### src/rtl/vga_timing_gen_pkg.sv
// Shared VGA bus definition: field layout, default 1024x768@60 timing and colours.
// Every stage that produces or consumes the VGA bus imports this package.
`timescale 1ns/1ps
package vga_timing_gen_pkg;

    localparam int VGA_CNT_W    = 11;
    localparam int VGA_RGB_W    = 12;
    localparam int VGA_BUS_SIZE = 4 + 2 * VGA_CNT_W + VGA_RGB_W;

    // The field order is fixed.
    typedef struct packed {
        logic                 vs;
        logic                 hs;
        logic                 vblnk;
        logic                 hblnk;
        logic [VGA_CNT_W-1:0] hcount;
        logic [VGA_CNT_W-1:0] vcount;
        logic [VGA_RGB_W-1:0] rgb;
    } vga_bus_t;

    localparam int unsigned H_ACTIVE_DEF = 1024;
    localparam int unsigned H_FP_DEF     = 24;
    localparam int unsigned H_SYNC_DEF   = 136;
    localparam int unsigned H_BP_DEF     = 160;
    localparam int unsigned V_ACTIVE_DEF = 768;
    localparam int unsigned V_FP_DEF     = 3;
    localparam int unsigned V_SYNC_DEF   = 6;
    localparam int unsigned V_BP_DEF     = 29;

    localparam logic [VGA_RGB_W-1:0] RGB_BLACK = 12'h000;
    localparam logic [VGA_RGB_W-1:0] RGB_WHITE = 12'hfff;
    localparam logic [VGA_RGB_W-1:0] RGB_RED   = 12'hf00;
    localparam logic [VGA_RGB_W-1:0] RGB_GREEN = 12'h0f0;
    localparam logic [VGA_RGB_W-1:0] RGB_BLUE  = 12'h00f;

endpackage

### src/rtl/vga_timing_gen_if.sv
// VGA bus plus frame/line strobes.
// The timing generator drives the master side and the draw stages read the slave side.
`timescale 1ns/1ps
interface vga_timing_gen_if;
    import vga_timing_gen_pkg::*;

    vga_bus_t vga_out;
    logic     frame_start;
    logic     line_start;

    modport master (output vga_out, output frame_start, output line_start);
    modport slave  (input  vga_out, input  frame_start, input  line_start);

endinterface

### src/rtl/vga_axis_counter.sv
// One timing axis: a wrapping counter with blank and sync region flags.
// The flags are registered from count_next, so they change on the same edge as count.
`timescale 1ns/1ps
module vga_axis_counter #(
    parameter int unsigned TOTAL      = 1344,
    parameter int unsigned ACTIVE     = 1024,
    parameter int unsigned SYNC_START = 1048,
    parameter int unsigned SYNC_LEN   = 136
) (
    input  logic        pclk,
    input  logic        rst,
    input  logic        tick,
    output logic [10:0] count,
    output logic        blnk,
    output logic        sync,
    output logic        wrap
);

    localparam logic [10:0] LAST    = 11'(TOTAL - 1);
    localparam logic [10:0] ACT     = 11'(ACTIVE);
    localparam logic [10:0] SYNC_LO = 11'(SYNC_START);
    localparam logic [10:0] SYNC_HI = 11'(SYNC_START + SYNC_LEN);

    logic [10:0] count_reg, count_next;
    logic        blnk_reg, sync_reg;

    // Wrap on an explicit compare so the count never runs past TOTAL-1.
    assign wrap = tick && (count_reg == LAST);

    always_comb begin
        count_next = count_reg;
        if (wrap) begin
            count_next = '0;
        end else if (tick) begin
            count_next = count_reg + 11'd1;
        end
    end

    always_ff @(posedge pclk) begin
        if (rst) begin
            count_reg <= '0;
            blnk_reg  <= 1'b0;
            sync_reg  <= 1'b0;
        end else begin
            count_reg <= count_next;
            blnk_reg  <= (count_next >= ACT);
            sync_reg  <= (count_next >= SYNC_LO) && (count_next < SYNC_HI);
        end
    end

    assign count = count_reg;
    assign blnk  = blnk_reg;
    assign sync  = sync_reg;

endmodule

### src/rtl/vga_timing_gen.sv
// VGA timing source: drives the VGA bus with counters, blanking and sync and with rgb=0.
// It also drives the frame and line start strobes.
`timescale 1ns/1ps
module vga_timing_gen
    import vga_timing_gen_pkg::*;
#(
    parameter int unsigned H_ACTIVE = H_ACTIVE_DEF,
    parameter int unsigned H_FP     = H_FP_DEF,
    parameter int unsigned H_SYNC   = H_SYNC_DEF,
    parameter int unsigned H_BP     = H_BP_DEF,
    parameter int unsigned V_ACTIVE = V_ACTIVE_DEF,
    parameter int unsigned V_FP     = V_FP_DEF,
    parameter int unsigned V_SYNC   = V_SYNC_DEF,
    parameter int unsigned V_BP     = V_BP_DEF,
    parameter bit          SYNC_POL = 1'b0
) (
    input  logic             pclk,
    input  logic             rst,
    vga_timing_gen_if.master vga_if
);

    localparam int unsigned H_TOTAL = H_ACTIVE + H_FP + H_SYNC + H_BP;
    localparam int unsigned V_TOTAL = V_ACTIVE + V_FP + V_SYNC + V_BP;

    logic [10:0] h_count, v_count;
    logic        h_blnk, h_sync, h_wrap;
    logic        v_blnk, v_sync, v_wrap_unused;
    vga_bus_t    bus;

    vga_axis_counter #(
        .TOTAL(H_TOTAL), .ACTIVE(H_ACTIVE),
        .SYNC_START(H_ACTIVE + H_FP), .SYNC_LEN(H_SYNC)
    ) u_h_axis (
        .pclk(pclk), .rst(rst), .tick(1'b1),
        .count(h_count), .blnk(h_blnk), .sync(h_sync), .wrap(h_wrap)
    );

    // The vertical axis steps once per line, so vs moves with hcount=0.
    vga_axis_counter #(
        .TOTAL(V_TOTAL), .ACTIVE(V_ACTIVE),
        .SYNC_START(V_ACTIVE + V_FP), .SYNC_LEN(V_SYNC)
    ) u_v_axis (
        .pclk(pclk), .rst(rst), .tick(h_wrap),
        .count(v_count), .blnk(v_blnk), .sync(v_sync), .wrap(v_wrap_unused)
    );

    always_comb begin
        bus        = '0;
        bus.vs     = v_sync ? SYNC_POL : ~SYNC_POL;
        bus.hs     = h_sync ? SYNC_POL : ~SYNC_POL;
        bus.vblnk  = v_blnk;
        bus.hblnk  = h_blnk;
        bus.hcount = h_count;
        bus.vcount = v_count;
        bus.rgb    = RGB_BLACK;
    end

    assign vga_if.vga_out     = bus;
    // The strobes decode the counter state, so they are also high during reset.
    assign vga_if.line_start  = (h_count == 11'd0);
    assign vga_if.frame_start = (h_count == 11'd0) && (v_count == 11'd0);

endmodule

### src/flat_wrapper.sv
// flat-port wrapper written by rule: the top's interface ports become plain ports
module vga_timing_gen_flat import vga_timing_gen_pkg::*;
#(
    parameter int unsigned H_ACTIVE = H_ACTIVE_DEF,
    parameter int unsigned H_FP     = H_FP_DEF,
    parameter int unsigned H_SYNC   = H_SYNC_DEF,
    parameter int unsigned H_BP     = H_BP_DEF,
    parameter int unsigned V_ACTIVE = V_ACTIVE_DEF,
    parameter int unsigned V_FP     = V_FP_DEF,
    parameter int unsigned V_SYNC   = V_SYNC_DEF,
    parameter int unsigned V_BP     = V_BP_DEF,
    parameter bit          SYNC_POL = 1'b0
)
  (pclk, rst, vga_if_vga_out, vga_if_frame_start, vga_if_line_start);
  vga_timing_gen_if vga_if_i ();
  input  logic pclk;
  input  logic rst;
  output wire logic [$bits(vga_if_i.vga_out)-1:0] vga_if_vga_out;
  output wire logic [$bits(vga_if_i.frame_start)-1:0] vga_if_frame_start;
  output wire logic [$bits(vga_if_i.line_start)-1:0] vga_if_line_start;
  assign vga_if_vga_out = vga_if_i.vga_out;
  assign vga_if_frame_start = vga_if_i.frame_start;
  assign vga_if_line_start = vga_if_i.line_start;
  vga_timing_gen #(.H_ACTIVE(H_ACTIVE), .H_FP(H_FP), .H_SYNC(H_SYNC), .H_BP(H_BP), .V_ACTIVE(V_ACTIVE), .V_FP(V_FP), .V_SYNC(V_SYNC), .V_BP(V_BP), .SYNC_POL(SYNC_POL)) u_core (.pclk(pclk), .rst(rst), .vga_if(vga_if_i));
endmodule
### config.mk
export PLATFORM = sky130hd
export DESIGN_NAME = vga_timing_gen_flat
export DESIGN_NICKNAME = d
export VERILOG_FILES = /design/src/rtl/vga_timing_gen_pkg.sv /design/src/rtl/vga_timing_gen_if.sv /design/src/rtl/vga_axis_counter.sv /design/src/rtl/vga_timing_gen.sv /design/src/flat_wrapper.sv
export SDC_FILE = /design/constraint.sdc
export NUM_CORES = 1
export LEC_CHECK = 0
export BUFFER_PORTS_ARGS = -buffer_cell sky130_fd_sc_hd__buf_2
export CORE_MARGIN = 1.5
export CORE_UTILIZATION = 45
export CTS_CLUSTER_SIZE = 25
export DETAILED_ROUTE_END_ITERATION = 8
export PLACE_DENSITY = 0.76
export SLEW_MARGIN = 30
export SYNTH_ARGS = -nofsm -noshare
export SYNTH_HDL_FRONTEND = slang
export SYNTH_SLANG_ARGS = --single-unit
### constraint.sdc
create_clock -name pclk -period 3 [get_ports pclk]
set_input_delay 0.9 -clock pclk [delete_from_list [all_inputs] [get_ports pclk]]
set_output_delay 0.9 -clock pclk [all_outputs]
set_load 0.03 [all_outputs]
# Word-level counts from Yosys, hierarchy flattened
# Cells that the tools add are included.
[classes]
add_sub_neg = 2
n_lt_le_gt_ge = 6
eq_ne = 2
reduce_logical = 6
mux = 5
[op_table]
columns = ["operator", "n"]
rows = [
  ["two-way mux 11 bit", 3],
  ["adder 11 x 1 -> 11 bit (second input constant)", 2],
  ["greater-or-equal comparator 11 x 10 -> 1 bit (second input constant)", 2],
  ["greater-or-equal comparator 11 bit (second input constant)", 2],
  ["zero test 11 bit", 2],
  ["== test 11 x 10 -> 1 bit (second input constant)", 1],
  ["== test 11 bit (second input constant)", 1],
  ["< comparator 11 x 10 -> 1 bit (second input constant)", 1],
  ["< comparator 11 bit (second input constant)", 1],
  ["logical AND 1 bit", 4],
  ["two-way mux 1 bit", 2],
]
[word_totals]
reg_bits = 26
out_inout_bits = 40

# Logic depth before layout (Yosys ltp)
# Gate-level depths: netlist of run 1.
[depth]
depth_word = 5
mapped_depth = 8

# By module
# Synthesis of run 1 repeated with hierarchy kept, for this count alone.
[hier_totals]
hier_cells = 207
area_unflattened_um2 = 1740.4
[by_module_without_submodules]
columns = ["module", "area_each_um2", "instances", "cells_each", "seq_area_each_um2"]
rows = [
  ["vga_axis_counter at u_core.u_v_axis", 838.3, 1, 100, 260.2],
  ["vga_axis_counter at u_core.u_h_axis", 732.0, 1, 81, 260.2],
  ["vga_timing_gen", 170.2, 1, 26, 0.0],
]

# Least setup slack after synthesis of run 1
# No wires, ideal clock.
[synth_path]
path_type = "register -> output"
startpoint = "register u_core.u_h_axis.count_reg[2] (netlist: u_core.u_h_axis.count[2])"
endpoint = "output port vga_if_frame_start"
n_path_buf = 1
required_time_ns = 2.100
path_stages_with_launch = 6
path_slack_ns = -0.337
t_arrival_ns = 2.437
cell_sequence = "dfxtp_1 -> buf_2 -> nor4b_1 -> nand2_1 -> nor4_1 -> and4_1"
[synth_via]
elab_chain_cells = 2
[synth_rtl]
columns = ["item", "line", "text"]
rows = [
  ["start, declared", "vga_axis_counter.sv:24", "logic [10:0] count_reg, count_next;"],
  ["start signal, assigned", "vga_axis_counter.sv:45", "count_reg <= count_next;"],
  ["zero test 11 bit", "n/a", ""],
  ["via vga_if_line_start", "flat_wrapper.sv:20", "output wire logic [$bits(vga_if_i.line_start)-1:0] vga_if_line_start;"],
  ["logical AND 1 bit", "vga_timing_gen.sv:61", "assign vga_if.frame_start = (h_count == 11'd0) && (v_count == 11'd0);"],
  ["end, declared", "flat_wrapper.sv:19", "output wire logic [$bits(vga_if_i.frame_start)-1:0] vga_if_frame_start;"],
]
# The timed path passes the listed nets, and every way through them passes these cells.

# Worst setup path in the final report of run 1
[layout_path]
startpoint = "register u_core.u_h_axis.count_reg[0] (netlist: u_core.u_h_axis.count[0])"
endpoint = "output port vga_if_frame_start"
[layout_via]
elab_chain_cells = 2
[layout_rtl]
columns = ["item", "line"]
rows = [
  ["zero test 11 bit", "vga_timing_gen.sv:61"],
  ["logical AND 1 bit", "vga_timing_gen.sv:61"],
]
# No other way between the ends.

==> impl_metrics.sql, run 1 <==
INSERT INTO impl_metrics (metric_group, metric, value, unit) VALUES
('yosys', 'synth_edf_count', '0', ''),
('yosys', 'mappedNetlistArea', '1658', 'sq um'),
('pwr', 'p_sw_frac', '0.2643', ''),
('yosys', 'post_synth_inst_count', '200', ''),
('pwr', 'psw', '0.1625', 'mW'),
('floorplanning', 'io_pins', '42', ''),
('global_route', 'first_global_vias', '1231', ''),
('pwr', 'p_comb_frac', '0.110', ''),
('pwr', 'ir_drop', '164.5', 'uV'),
('pwr', 'cellInternalPower', '0.4524', 'mW'),
('cts', 'h-tree-depth', '1', ''),
('place', 'place.detailed.instances', '258', ''),
('yosys', 'synth-warning-count', '0', ''),
('global_route', 'grt.overflow.total', '0', ''),
('global_route', 'grt_antenna_before_repair', '0', ''),
('yosys', 'yosys.area_share.xor_xnor', '0.08981', ''),
('global_route', 'gr-usage-all-layers', '0.1757', ''),
('yosys', 'ys_seq_elements', '26', ''),
('floorplanning', 'core', '3442', 'sq um'),
('detailed_routing', 'drt-pass1-iter-count', '4', ''),
('floorplanning', 'die_outline_area', '4057', 'sq um'),
('detailed_routing', 'wl', '3276', 'um'),
('sta', 'post-route-period-util', '0.8915', ''),
('cts', 'cts_root_buffer', 'sky130_fd_sc_hd__clkbuf_8', ''),
('run_status', 'run_status', 'finished clean', ''),
('sta', 'min_period', '2.675', 'ns'),
('sta', 'drv_slew', '0', ''),
('detailed_routing', 'wl_per_cell', '12.55', 'um'),
('worst_setup_path', 'cp_data_arrival_time', '1.77', 'ns'),
('sta', 'fin_worst_skew', '0.002185', 'ns'),
('layout', 'layout-area-overhead-vs-synth', '6.642', '%'),
('worst_setup_path', 'setup.worst_path.end_class', 'output pin', ''),
('flow_run', 'timing.max_cap.violations', '0', ''),
('yosys', 'synth.cells.most_frequent', 'sky130_fd_sc_hd__nor2_1 (27), sky130_fd_sc_hd__dfxtp_1 (26), sky130_fd_sc_hd__buf_4 (14)', ''),
('global_route', 'grt_first_pass_wirelength', '5664', 'um'),
('yosys', 'synth.top_cell.area_share', '0.3140', ''),
('cts', 'cts-buffers-inserted', '3', ''),
('floorplanning', 'fp-row-count', '21', ''),
('cts', 'cts.path.max_buffers', '2', ''),
('yosys', 'synth.avg_cell_area', '8.289', 'sq um'),
('detailed_routing', 'routed-via-count', '1389', ''),
('detailed_routing', 'post_drt_via_cell_ratio', '5.322', ''),
('yosys', 'postSynth.asyncResetShare', '0', ''),
('cts', 'cts.hold.buffers_added', '0', ''),
('detailed_routing', 'ant_nets', '0', ''),
('worst_setup_path', 'critPathMaxFanout', '6', ''),
('cts', 'cts_post_setup_buffers_inserted', '0', ''),
('worst_setup_path', 'cp-start-kind', 'flop', ''),
('place', 'gp_routability_congestion', '0.7920', ''),
('yosys', 'synth_top_cell_by_area', 'sky130_fd_sc_hd__dfxtp_1', ''),
('detailed_routing', 'drt_first_iter_violations', '75', ''),
('yosys', 'post-synth-top-count-cell', 'sky130_fd_sc_hd__nor2_1', ''),
('cts', 'clk_pin_slew_worst_paths', '0.08', 'ns'),
('yosys', 'post_synth_num_cell_types', '45', ''),
('yosys', 'fraction_of_synthesized_area_in_multiplexers', '0.006792', ''),
('floorplanning', 'dieWidth', '63.70', 'um'),
('detailed_routing', 'route.detailed.drc', '0', ''),
('cts', 'cts_sinks', '26', ''),
('layout', 'fraction_of_layout_instances_using_a_drive_strength_above_1', '0.2093', ''),
('floorplanning', 'die_height', '63.70', 'um'),
('sta', 'totalNegativeSetupSlack', '0', 'ns'),
('global_route', 'largest_net_degree_at_the_start_of_global_routing', '14', ''),
('pwr', 'power_leakage', '0.7178', 'nW'),
('pwr', 'p_seq_frac', '0.575', ''),
('worst_setup_path', 'cp_data_required_time', '2.10', 'ns'),
('layout', 'antenna-diode-count', '0', ''),
('pwr', 'p_per_area', '347.9', 'nW/um^2'),
('cts', 'cts_tree', 'built', ''),
('sta', 'maxClockFrequency', '0.3739', 'GHz'),
('pwr', 'total_power', '0.6150', 'mW'),
('sta', 'hold_viol_final', '0', '');
-- cell families (layout without fill, tap and decap cells) --
group	count (synthesis)	after routing
simple gates	92	92
buf+inv	38	42
flops	26	26
compound gates	20	20
xor+xnor	17	17
fa+ha+maj	5	5
other cells	1	12
mux	1	1
-- stage by stage --
stage	area, sq um	util	setup WS, ns
detailed placement	1727	0.5016	0.6246
finish	1768	0.5136	0.3254
global placement	1727	0.5016	0.6420
CTS	1768	0.5136	0.3066
floorplan	1705	-	0.06185
global route	1768	0.5136	0.1520
-- worst max-delay path, stage by stage, from the launching register on --
cell and delay (ns):
sky130_fd_sc_hd__dfxtp_1 0.35, sky130_fd_sc_hd__inv_1 0.07, sky130_fd_sc_hd__ha_1 0.13, sky130_fd_sc_hd__nor4b_1 0.22, sky130_fd_sc_hd__nand2_1 0.11, sky130_fd_sc_hd__nor4_2 0.20
sky130_fd_sc_hd__and4_1 0.24, sky130_fd_sc_hd__buf_2 0.20
-- power groups by stage --
stage          combinational, mW  clock, mW  sequential, mW
6_report                  0.0675      0.194           0.353
4_1_cts                   0.0677      0.203           0.353
3_5_place_dp              0.0675          0           0.362
2_1_floorplan             0.0629          0           0.366
5_1_grt                   0.0730      0.214           0.355
3_3_place_gp              0.0676          0           0.361
-- cells in the final DEF, fill, tap and decap left out, drive strengths merged, types with 2 or more instances in the layout --
cell type  netlist  layout
o21ai            3       3
nor3             6       6
clkbuf           5       3
buf             23      29
nand4            9       9
a31oi            3       3
conb             1      12
xor2            10      10
and4             5       5
a21oi            6       6
and3             3       3
nand2           10      10
or4              2       2
inv             10      10
nor2            27      27
ha               5       5
nor4             9       9
nand3           11      11
xnor2            7       7
nor2b            2       2
and2             3       3
dfxtp           26      26
-- final cells by class --
cell class	instances	area, sq um
timing repair buffer	29	145.1
multi-input combinational	147	965.9
clock buffer	3	41.29
fill	339	1674
inverter	10	37.54
sequential	26	520.5
tap	46	57.56
-- worst paths after layout --
kind / from / end / slack (ns) / cells past startpoint
worst max-delay path: u_core.u_h_axis.count[0] / vga_if_frame_start / 0.33 / 7
worst min-delay path: u_core.u_h_axis.count[0] / u_core.u_h_axis.count[0] / 0.50 / 1
worst max register to register: u_core.u_h_axis.count[0] / u_core.u_h_axis.sync / 0.78 / 7
worst min register to register: u_core.u_h_axis.count[0] / u_core.u_h_axis.count[0] / 0.50 / 1
-- routing by layer --
metal,part of all wire,vias up,track usage
met2,0.44,48,0.2737
met4,0.016,0,0.07609
met5,0,-,0
met1,0.49,633,0.2389
met3,0.051,4,0.02857
li1,-,704,-
(Power assumes the default switching activity.)
==> run 2: changes to the inputs <==
--- a/config.mk
+++ b/config.mk
@@ -7,5 +7,5 @@
 export LEC_CHECK = 0
 export BUFFER_PORTS_ARGS = -buffer_cell sky130_fd_sc_hd__buf_2
-export CORE_MARGIN = 1.5
+export CORE_MARGIN = 2
 export CORE_UTILIZATION = 45
 export CTS_CLUSTER_SIZE = 25
==> constraint.sdc (replaced) <==
create_clock -name pclk -period 3 [get_ports pclk]
set_input_delay 0.9 -clock pclk [delete_from_list [all_inputs] [get_ports pclk]]
set_output_delay 0.9 -clock pclk [all_outputs]
set_load 0.1 [all_outputs]
==> run 2 against run 1 <==
- utilization shrank 0.56 points
- via count shrank 0.58%
- largest power group unchanged
- maximum frequency shrank 4.7%
- largest cell class unchanged
- highest routed layer unchanged
- first-iteration DRC count grew 59%
- critical path type unchanged
==> impl_metrics.sql, run 2 (synthesis results as in run 1) <==
INSERT INTO impl_metrics (metric_group, metric, value, unit) VALUES
('run_status', 'run_status', 'finished clean', ''),
('cts', 'cts-buffers-inserted', '3', ''),
('pwr', 'p_seq_frac', '0.494', ''),
('detailed_routing', 'route.detailed.drc', '0', ''),
('global_route', 'gr-usage-all-layers', '0.1675', ''),
('layout', 'multi_input_comb_area', '989.7', 'sq um'),
('layout', 'fraction_of_layout_instances_using_a_drive_strength_above_1', '0.2685', ''),
('worst_setup_path', 'critical_path.cell_chain', 'inv_2 > ha_1 > nor4b_2 > nand2_1 > nor4_4 > and4_4 > clkbuf_4', ''),
('detailed_routing', 'ant_nets', '0', ''),
('flow_run', 'timing.max_cap.violations', '0', ''),
('worst_setup_path', 'cpPeakStageDelay', '0.37', 'ns'),
('layout', 'most-common-layout-cells', 'sky130_fd_sc_hd__buf_2 (28), sky130_fd_sc_hd__nor2_1 (27), sky130_fd_sc_hd__dfxtp_1 (17)', ''),
('detailed_routing', 'drt-pass1-iter-count', '4', ''),
('sta', 'final_worst_hold_slack', '0.4594', 'ns'),
('pwr', 'clock_power_share', '0.282', ''),
('pwr', 'ir_drop', '303.3', 'uV'),
('global_route', 'largest_net_degree_at_the_start_of_global_routing', '15', ''),
('detailed_routing', 'post_drt_via_cell_ratio', '5.231', ''),
('cts', 'cts_sinks', '26', ''),
('pwr', 'psw', '0.2532', 'mW'),
('sta', 'hold_viol_final', '0', ''),
('floorplanning', 'fp-row-count', '22', ''),
('sta', 'drv_slew', '0', ''),
('global_route', 'grt.overflow.total', '0', ''),
('global_route', 'grt_first_pass_wirelength', '5595', 'um'),
('detailed_routing', 'drt_first_iter_violations', '119', ''),
('worst_setup_path', 'path_delay_family', 'simple AND/OR/NAND/NOR gates', ''),
('layout', 'n_fill_cell', '383', ''),
('floorplanning', 'dieWidth', '64.70', 'um'),
('place', 'placement.io_buffers', '29', ''),
('cts', 'cts.hold.buffers_added', '0', ''),
('floorplanning', 'start_util', '0.4598', ''),
('layout', 'antenna-diode-count', '0', ''),
('layout', 'final_common_cell', 'sky130_fd_sc_hd__buf_2', ''),
('pwr', 'p_per_area', '386.3', 'nW/um^2'),
('place', 'gp_routability_congestion', '0.8707', ''),
('sta', 'setup_viol_count_final', '0', ''),
('worst_setup_path', 'cp_data_arrival_time', '1.91', 'ns'),
('worst_setup_path', 'cp_data_required_time', '2.10', 'ns'),
('min_path', 'hold_path_depth', '1', ''),
('global_route', 'first_global_vias', '1217', ''),
('cts', 'skew_pair_late_insertion_delay', '0.27', 'ns'),
('cts', 'cts_tree', 'built', ''),
('worst_setup_path', 'path_depth', '7', ''),
('sta', 'post-route-period-util', '0.9352', ''),
('cts', 'cts.path.max_buffers', '2', ''),
('layout', 'layout-area-overhead-vs-synth', '10.49', '%'),
('floorplanning', 'io_pins', '42', ''),
('pwr', 'p_sw_frac', '0.3578', ''),
('pwr', 'power_leakage', '0.7373', 'nW'),
('layout', 'register_area', '551.8', 'sq um'),
('place', 'hpwl', '2443', 'um'),
('sta', 'fin_worst_skew', '0.002632', 'ns'),
('worst_setup_path', 'critPathMaxFanout', '6', ''),
('floorplanning', 'die_height', '64.70', 'um'),
('sta', 'grt_setup_unrepaired', 'no', ''),
('worst_setup_path', 'setup.worst_path.end_class', 'output pin', ''),
('cts', 'cts_root_buffer', 'sky130_fd_sc_hd__clkbuf_8', ''),
('layout', 'final_net_count', '224', ''),
('sta', 'fin_ws', '0.1945', 'ns'),
('worst_setup_path', 'worst_path_max_delay_cell', 'sky130_fd_sc_hd__dfxtp_4', ''),
('worst_setup_path', 'cp-start-kind', 'flop', ''),
('floorplanning', 'core', '3606', 'sq um'),
('floorplanning', 'die_outline_area', '4185', 'sq um'),
('pwr', 'total_power', '0.7077', 'mW'),
('detailed_routing', 'wl_per_cell', '12.53', 'um'),
('min_path', 'hold_path_class', 'reg2reg', ''),
('cts', 'clk_pin_slew_worst_paths', '0.09', 'ns'),
('sta', 'min_period', '2.805', 'ns'),
('worst_setup_path', 'crit_path_category', 'reg2out', ''),
('worst_setup_path', 'worst_r2r_path_depth', '6', ''),
('sta', 'maxClockFrequency', '0.3564', 'GHz'),
('cts', 'cts_post_setup_buffers_inserted', '0', ''),
('detailed_routing', 'wl', '3309', 'um'),
('worst_setup_path', 'worstPathBufferInverterCount', '2', ''),
('sta', 'totalNegativeSetupSlack', '0', 'ns'),
('pwr', 'p_comb_frac', '0.223', ''),
('cts', 'h-tree-depth', '1', ''),
('detailed_routing', 'routed-via-count', '1381', ''),
('global_route', 'grt_antenna_before_repair', '0', ''),
('pwr', 'cellInternalPower', '0.4545', 'mW'),
('place', 'post-place-ws', '0.3647', 'ns');
==> run 2: changes by cell type in the layout (fill, tap and decap cells not counted), moves of 2 or more <==
| cell | delta |
|---|---|
| sky130_fd_sc_hd__inv_2 | +2 |
| sky130_fd_sc_hd__inv_1 | -2 |
| sky130_fd_sc_hd__dfxtp_4 | +8 |
| sky130_fd_sc_hd__dfxtp_1 | -9 |
==> run 2: timing repair <==
item	in CTS	in global routing
resized for setup	0	1
endpoints found under the hold margin	0	0
setup endpoints to repair	0	1
==> run 2: through the flow <==
step	utilization	instances	instance area (sq um)
floorplan	-	211	1767
global placement	0.4948	260	1784
detailed placement	0.4948	260	1784
CTS	0.5073	264	1829
global route	0.5080	264	1832
finish	0.5080	264	1832
==> run 2: power groups by stage <==
| stage | Combinational, mW | Clock, mW | Sequential, mW |
|---|---|---|---|
| final | 0.158 | 0.200 | 0.350 |
| after global routing | 0.164 | 0.226 | 0.351 |
| after CTS | 0.158 | 0.213 | 0.350 |
| after detailed placement | 0.158 | 0 | 0.358 |
| after global placement | 0.158 | 0 | 0.357 |
| after floorplan | 0.137 | 0 | 0.380 |
==> run 2: final timing paths <==
kind | from | endpoint | slack, ns
min reg2reg | u_core.u_h_axis.count[0] | u_core.u_h_axis.count[0] | 0.46
max | u_core.u_h_axis.count[0] | vga_if_frame_start | 0.19
min | u_core.u_h_axis.count[0] | u_core.u_h_axis.count[0] | 0.46
max reg2reg | u_core.u_h_axis.count[4] | u_core.u_v_axis.sync | 0.81
==> run 2: cell type report <==
cell class,instances,area share
repair buffers,29,0.08060
flip-flops and latches,26,0.3012
well taps,48,0.03279
clock buffers,3,0.02254
multi-input cells,147,0.5403
inverters,10,0.02049
clock inverters,1,0.002049
==> run 2: per-layer routing <==
metal	part of all wire	track usage
met5	0	0
met4	0.0076	0.03191
met2	0.48	0.2865
met3	0.056	0.04514
met1	0.46	0.2126
==> run 3: changes to the inputs <==
- ABC_AREA: default -> 1
- CTS_BUF_LIST: default -> sky130_fd_sc_hd__clkbuf_8
==> run 3 against run 2 <==
- maximum frequency is 3.2% higher
- routed wire length is 12% higher
- critical path depth is 2 lower
==> impl_metrics.sql, run 3 <==
INSERT INTO impl_metrics (metric_group, metric, value, unit) VALUES
('worst_setup_path', 'cp_data_required_time', '2.10', 'ns'),
('floorplanning', 'die_height', '65.92', 'um'),
('detailed_routing', 'drt_first_iter_violations', '84', ''),
('worst_setup_path', 'worst_path_max_delay_cell', 'sky130_fd_sc_hd__buf_2', ''),
('cts', 'cts.hold.buffers_added', '0', ''),
('sta', 'fin_worst_skew', '0.005949', 'ns'),
('layout', 'final_net_count', '294', ''),
('yosys', 'synth_simple_gate_area_share', '0.4112', ''),
('global_route', 'gr-usage-all-layers', '0.1866', ''),
('floorplanning', 'io_pins', '42', ''),
('layout', 'stdcell_count', '334', ''),
('yosys', 'main_area_contributors_after_synthesis', 'sky130_fd_sc_hd__dfxtp_1 (30%), sky130_fd_sc_hd__nand2_1 (15%), sky130_fd_sc_hd__inv_1 (8.5%)', ''),
('floorplanning', 'fp-row-count', '22', ''),
('global_route', 'grt_antenna_before_repair', '0', ''),
('global_route', 'grt.overflow.total', '0', ''),
('sta', 'hold_viol_final', '0', ''),
('global_route', 'grt_first_pass_wirelength', '6361', 'um'),
('yosys', 'synth.cells.most_frequent', 'sky130_fd_sc_hd__nand2_1 (68), sky130_fd_sc_hd__inv_1 (39), sky130_fd_sc_hd__nor2_1 (34)', ''),
('yosys', 'synth_compound_gate_area_share', '0.04931', ''),
('worst_setup_path', 'setup.worst_path.end_class', 'output pin', ''),
('worst_setup_path', 'worstPathBufferInverterCount', '2', ''),
('yosys', 'ys.flop_type', 'sky130_fd_sc_hd__dfxtp_1', ''),
('yosys', 'post_synth_inst_count', '259', ''),
('detailed_routing', 'route.detailed.drc', '0', ''),
('yosys', 'synth_seq_area_share', '0.3017', ''),
('place', 'hpwl', '2939', 'um'),
('floorplanning', 'die_outline_area', '4345', 'sq um'),
('pwr', 'total_power', '0.7070', 'mW'),
('sta', 'maxClockFrequency', '0.3679', 'GHz'),
('worst_setup_path', 'path_delay_family', 'buffers and inverters', ''),
('cts', 'cts.path.max_buffers', '2', ''),
('floorplanning', 'core', '3661', 'sq um'),
('yosys', 'synth.top_cell.area_share', '0.3017', ''),
('cts', 'cts_sinks', '26', ''),
('sta', 'min_period', '2.718', 'ns'),
('floorplanning', 'dieWidth', '65.92', 'um'),
('layout', 'most-common-layout-cells', 'sky130_fd_sc_hd__nand2_1 (68), sky130_fd_sc_hd__inv_1 (37), sky130_fd_sc_hd__nor2_1 (33)', ''),
('sta', 'final_worst_hold_slack', '0.4459', 'ns'),
('pwr', 'ir_drop', '150.2', 'uV'),
('yosys', 'synth_top_cell_by_area', 'sky130_fd_sc_hd__dfxtp_1', ''),
('run_status', 'run_status', 'finished clean', ''),
('detailed_routing', 'wl', '3718', 'um'),
('place', 'placement.io_buffers', '29', ''),
('yosys', 'mappedNetlistArea', '1725', 'sq um'),
('cts', 'cts_root_buffer', 'sky130_fd_sc_hd__clkbuf_8', ''),
('worst_setup_path', 'cpPeakStageDelay', '0.46', 'ns'),
('global_route', 'largest_net_degree_at_the_start_of_global_routing', '20', ''),
('yosys', 'synth_edf_count', '0', ''),
('cts', 'clk_pin_slew_worst_paths', '0.09', 'ns'),
('cts', 'skew_pair_late_insertion_delay', '0.27', 'ns'),
('place', 'gp_routability_congestion', '0.8595', ''),
('worst_setup_path', 'critical_path.cell_chain', 'inv_1 > ha_1 > nand4_1 > nor4b_4 > buf_2', ''),
('floorplanning', 'start_util', '0.4713', ''),
('yosys', 'ys_seq_elements', '26', ''),
('layout', 'fraction_of_layout_instances_using_a_drive_strength_above_1', '0.2308', ''),
('flow_run', 'timing.max_cap.violations', '0', ''),
('sta', 'drv_slew', '0', ''),
('cts', 'post_cts_resize_count', '0', ''),
('yosys', 'fraction_of_synthesized_area_in_multiplexers', '0', ''),
('yosys', 'postSynth.asyncResetShare', '0', ''),
('global_route', 'first_global_vias', '1462', ''),
('pwr', 'power_leakage', '0.9298', 'nW'),
('detailed_routing', 'routed-via-count', '1614', ''),
('cts', 'h-tree-depth', '1', ''),
('layout', 'final_common_cell', 'sky130_fd_sc_hd__nand2_1', ''),
('sta', 'post-route-period-util', '0.9060', ''),
('cts', 'cts-buffers-inserted', '3', ''),
('worst_setup_path', 'crit_path_category', 'reg2out', ''),
('pwr', 'p_per_area', '362.7', 'nW/um^2'),
('place', 'place.detailed.instances', '330', ''),
('yosys', 'post_synth_num_cell_types', '27', ''),
('worst_setup_path', 'critPathMaxFanout', '7', ''),
('yosys', 'post-synth-top-count-cell', 'sky130_fd_sc_hd__nand2_1', ''),
('detailed_routing', 'post_drt_via_cell_ratio', '4.832', ''),
('cts', 'cts_post_setup_buffers_inserted', '0', ''),
('sta', 'grt_setup_unrepaired', 'no', ''),
('detailed_routing', 'ant_nets', '0', ''),
('cts', 'cts_tree', 'built', ''),
('yosys', 'synth.avg_cell_area', '6.662', 'sq um'),
('sta', 'setup_viol_count_final', '0', ''),
('layout', 'antenna-diode-count', '0', ''),
('yosys', 'synth_area_in_adders', '0.03626', ''),
('yosys', 'combinational_family_with_the_most_area_after_synthesis', 'simple AND/OR/NAND/NOR gates', ''),
('yosys', 'yosys.area_share.xor_xnor', '0.04061', ''),
('detailed_routing', 'wl_per_cell', '11.13', 'um'),
('worst_setup_path', 'cp_data_arrival_time', '1.82', 'ns'),
('detailed_routing', 'drt-pass1-iter-count', '4', ''),
('yosys', 'synth-warning-count', '0', ''),
('worst_setup_path', 'cp-start-kind', 'flop', ''),
('min_path', 'hold_path_class', 'reg2reg', ''),
('layout', 'layout-area-overhead-vs-synth', '12.98', '%');
-- run 3: metal layers --
| layer | share of wire | routed length [um] | up-vias | GRT usage |
|---|---|---|---|---|
| met3 | 0.033 | 123 | 4 | 0.01874 |
| met4 | 0.011 | 40 | 0 | 0.05469 |
| met2 | 0.47 | 1762 | 36 | 0.3144 |
| met5 | 0 | 0 | - | 0 |
| met1 | 0.48 | 1793 | 740 | 0.2513 |
| li1 | - | - | 834 | - |
-- run 3: kinds of logic (layout without fill, tap and decap cells) --
family,Yosys count,count (layout)
simple gates,145,145
buf+inv,57,73
flops,26,26
compound gates,17,17
xor+xnor,8,8
fa+ha+maj,5,5
other cells,1,12
-- run 3: power breakdown --
| group | switching (mW) | total [mW] | internal [mW] | leakage (nW) |
|---|---|---|---|---|
| Combinational | 0.141 | 0.158 | 0.0170 | 0.689 |
| Sequential | 0.00455 | 0.348 | 0.343 | 0.217 |
| Clock | 0.110 | 0.202 | 0.0917 | 0.0231 |
-- run 3: path summary, 6_finish.rpt --
path	from	end	slack, ns	depth (start not counted)
worst max-delay path	u_core.u_v_axis.count[0]	vga_if_frame_start	0.28	5
worst min-delay path	u_core.u_h_axis.count[0]	u_core.u_h_axis.count[0]	0.45	1
worst max register to register	u_core.u_v_axis.count[0]	u_core.u_v_axis.sync	1.14	11
worst min register to register	u_core.u_h_axis.count[0]	u_core.u_h_axis.count[0]	0.45	1
-- run 3: stage by stage --
stage          setup TNS (ns)  setup slack [ns]    util  instance area (sq um)
6_report                    0            0.2821  0.5325                   1949
5_1_grt                     0            0.1546  0.5325                   1949
4_1_cts                     0            0.2826  0.5325                   1949
3_5_place_dp                0            0.5902  0.5202                   1904
3_3_place_gp                0            0.6171  0.5202                   1904
2_1_floorplan         -0.3406           -0.3406       -                   1823
-- run 3: worst register-to-register path, stage by stage (launching register included) --
cell                      delay (ns)
sky130_fd_sc_hd__dfxtp_1        0.47
sky130_fd_sc_hd__ha_1           0.26
sky130_fd_sc_hd__nand3_2        0.12
sky130_fd_sc_hd__nor2_2         0.18
sky130_fd_sc_hd__nand3_1        0.10
sky130_fd_sc_hd__nor2_1         0.10
sky130_fd_sc_hd__nand2_1        0.05
sky130_fd_sc_hd__nand2_1        0.10
sky130_fd_sc_hd__nand2_1        0.08
sky130_fd_sc_hd__nor2_2         0.13
sky130_fd_sc_hd__nand2_1        0.10
sky130_fd_sc_hd__nor2_1         0.11
-- run 3: layout make-up --
| class | count | area, sq um |
|---|---|---|
| clock inverters | 1 | 3.754 |
| multi-input cells | 187 | 994.7 |
| clock buffers | 3 | 41.29 |
| flip-flops and latches | 26 | 554.3 |
| repair buffers | 29 | 145.1 |
| inverters | 40 | 150.1 |
| well taps | 48 | 60.06 |
| fillers | 370 | 1712 |
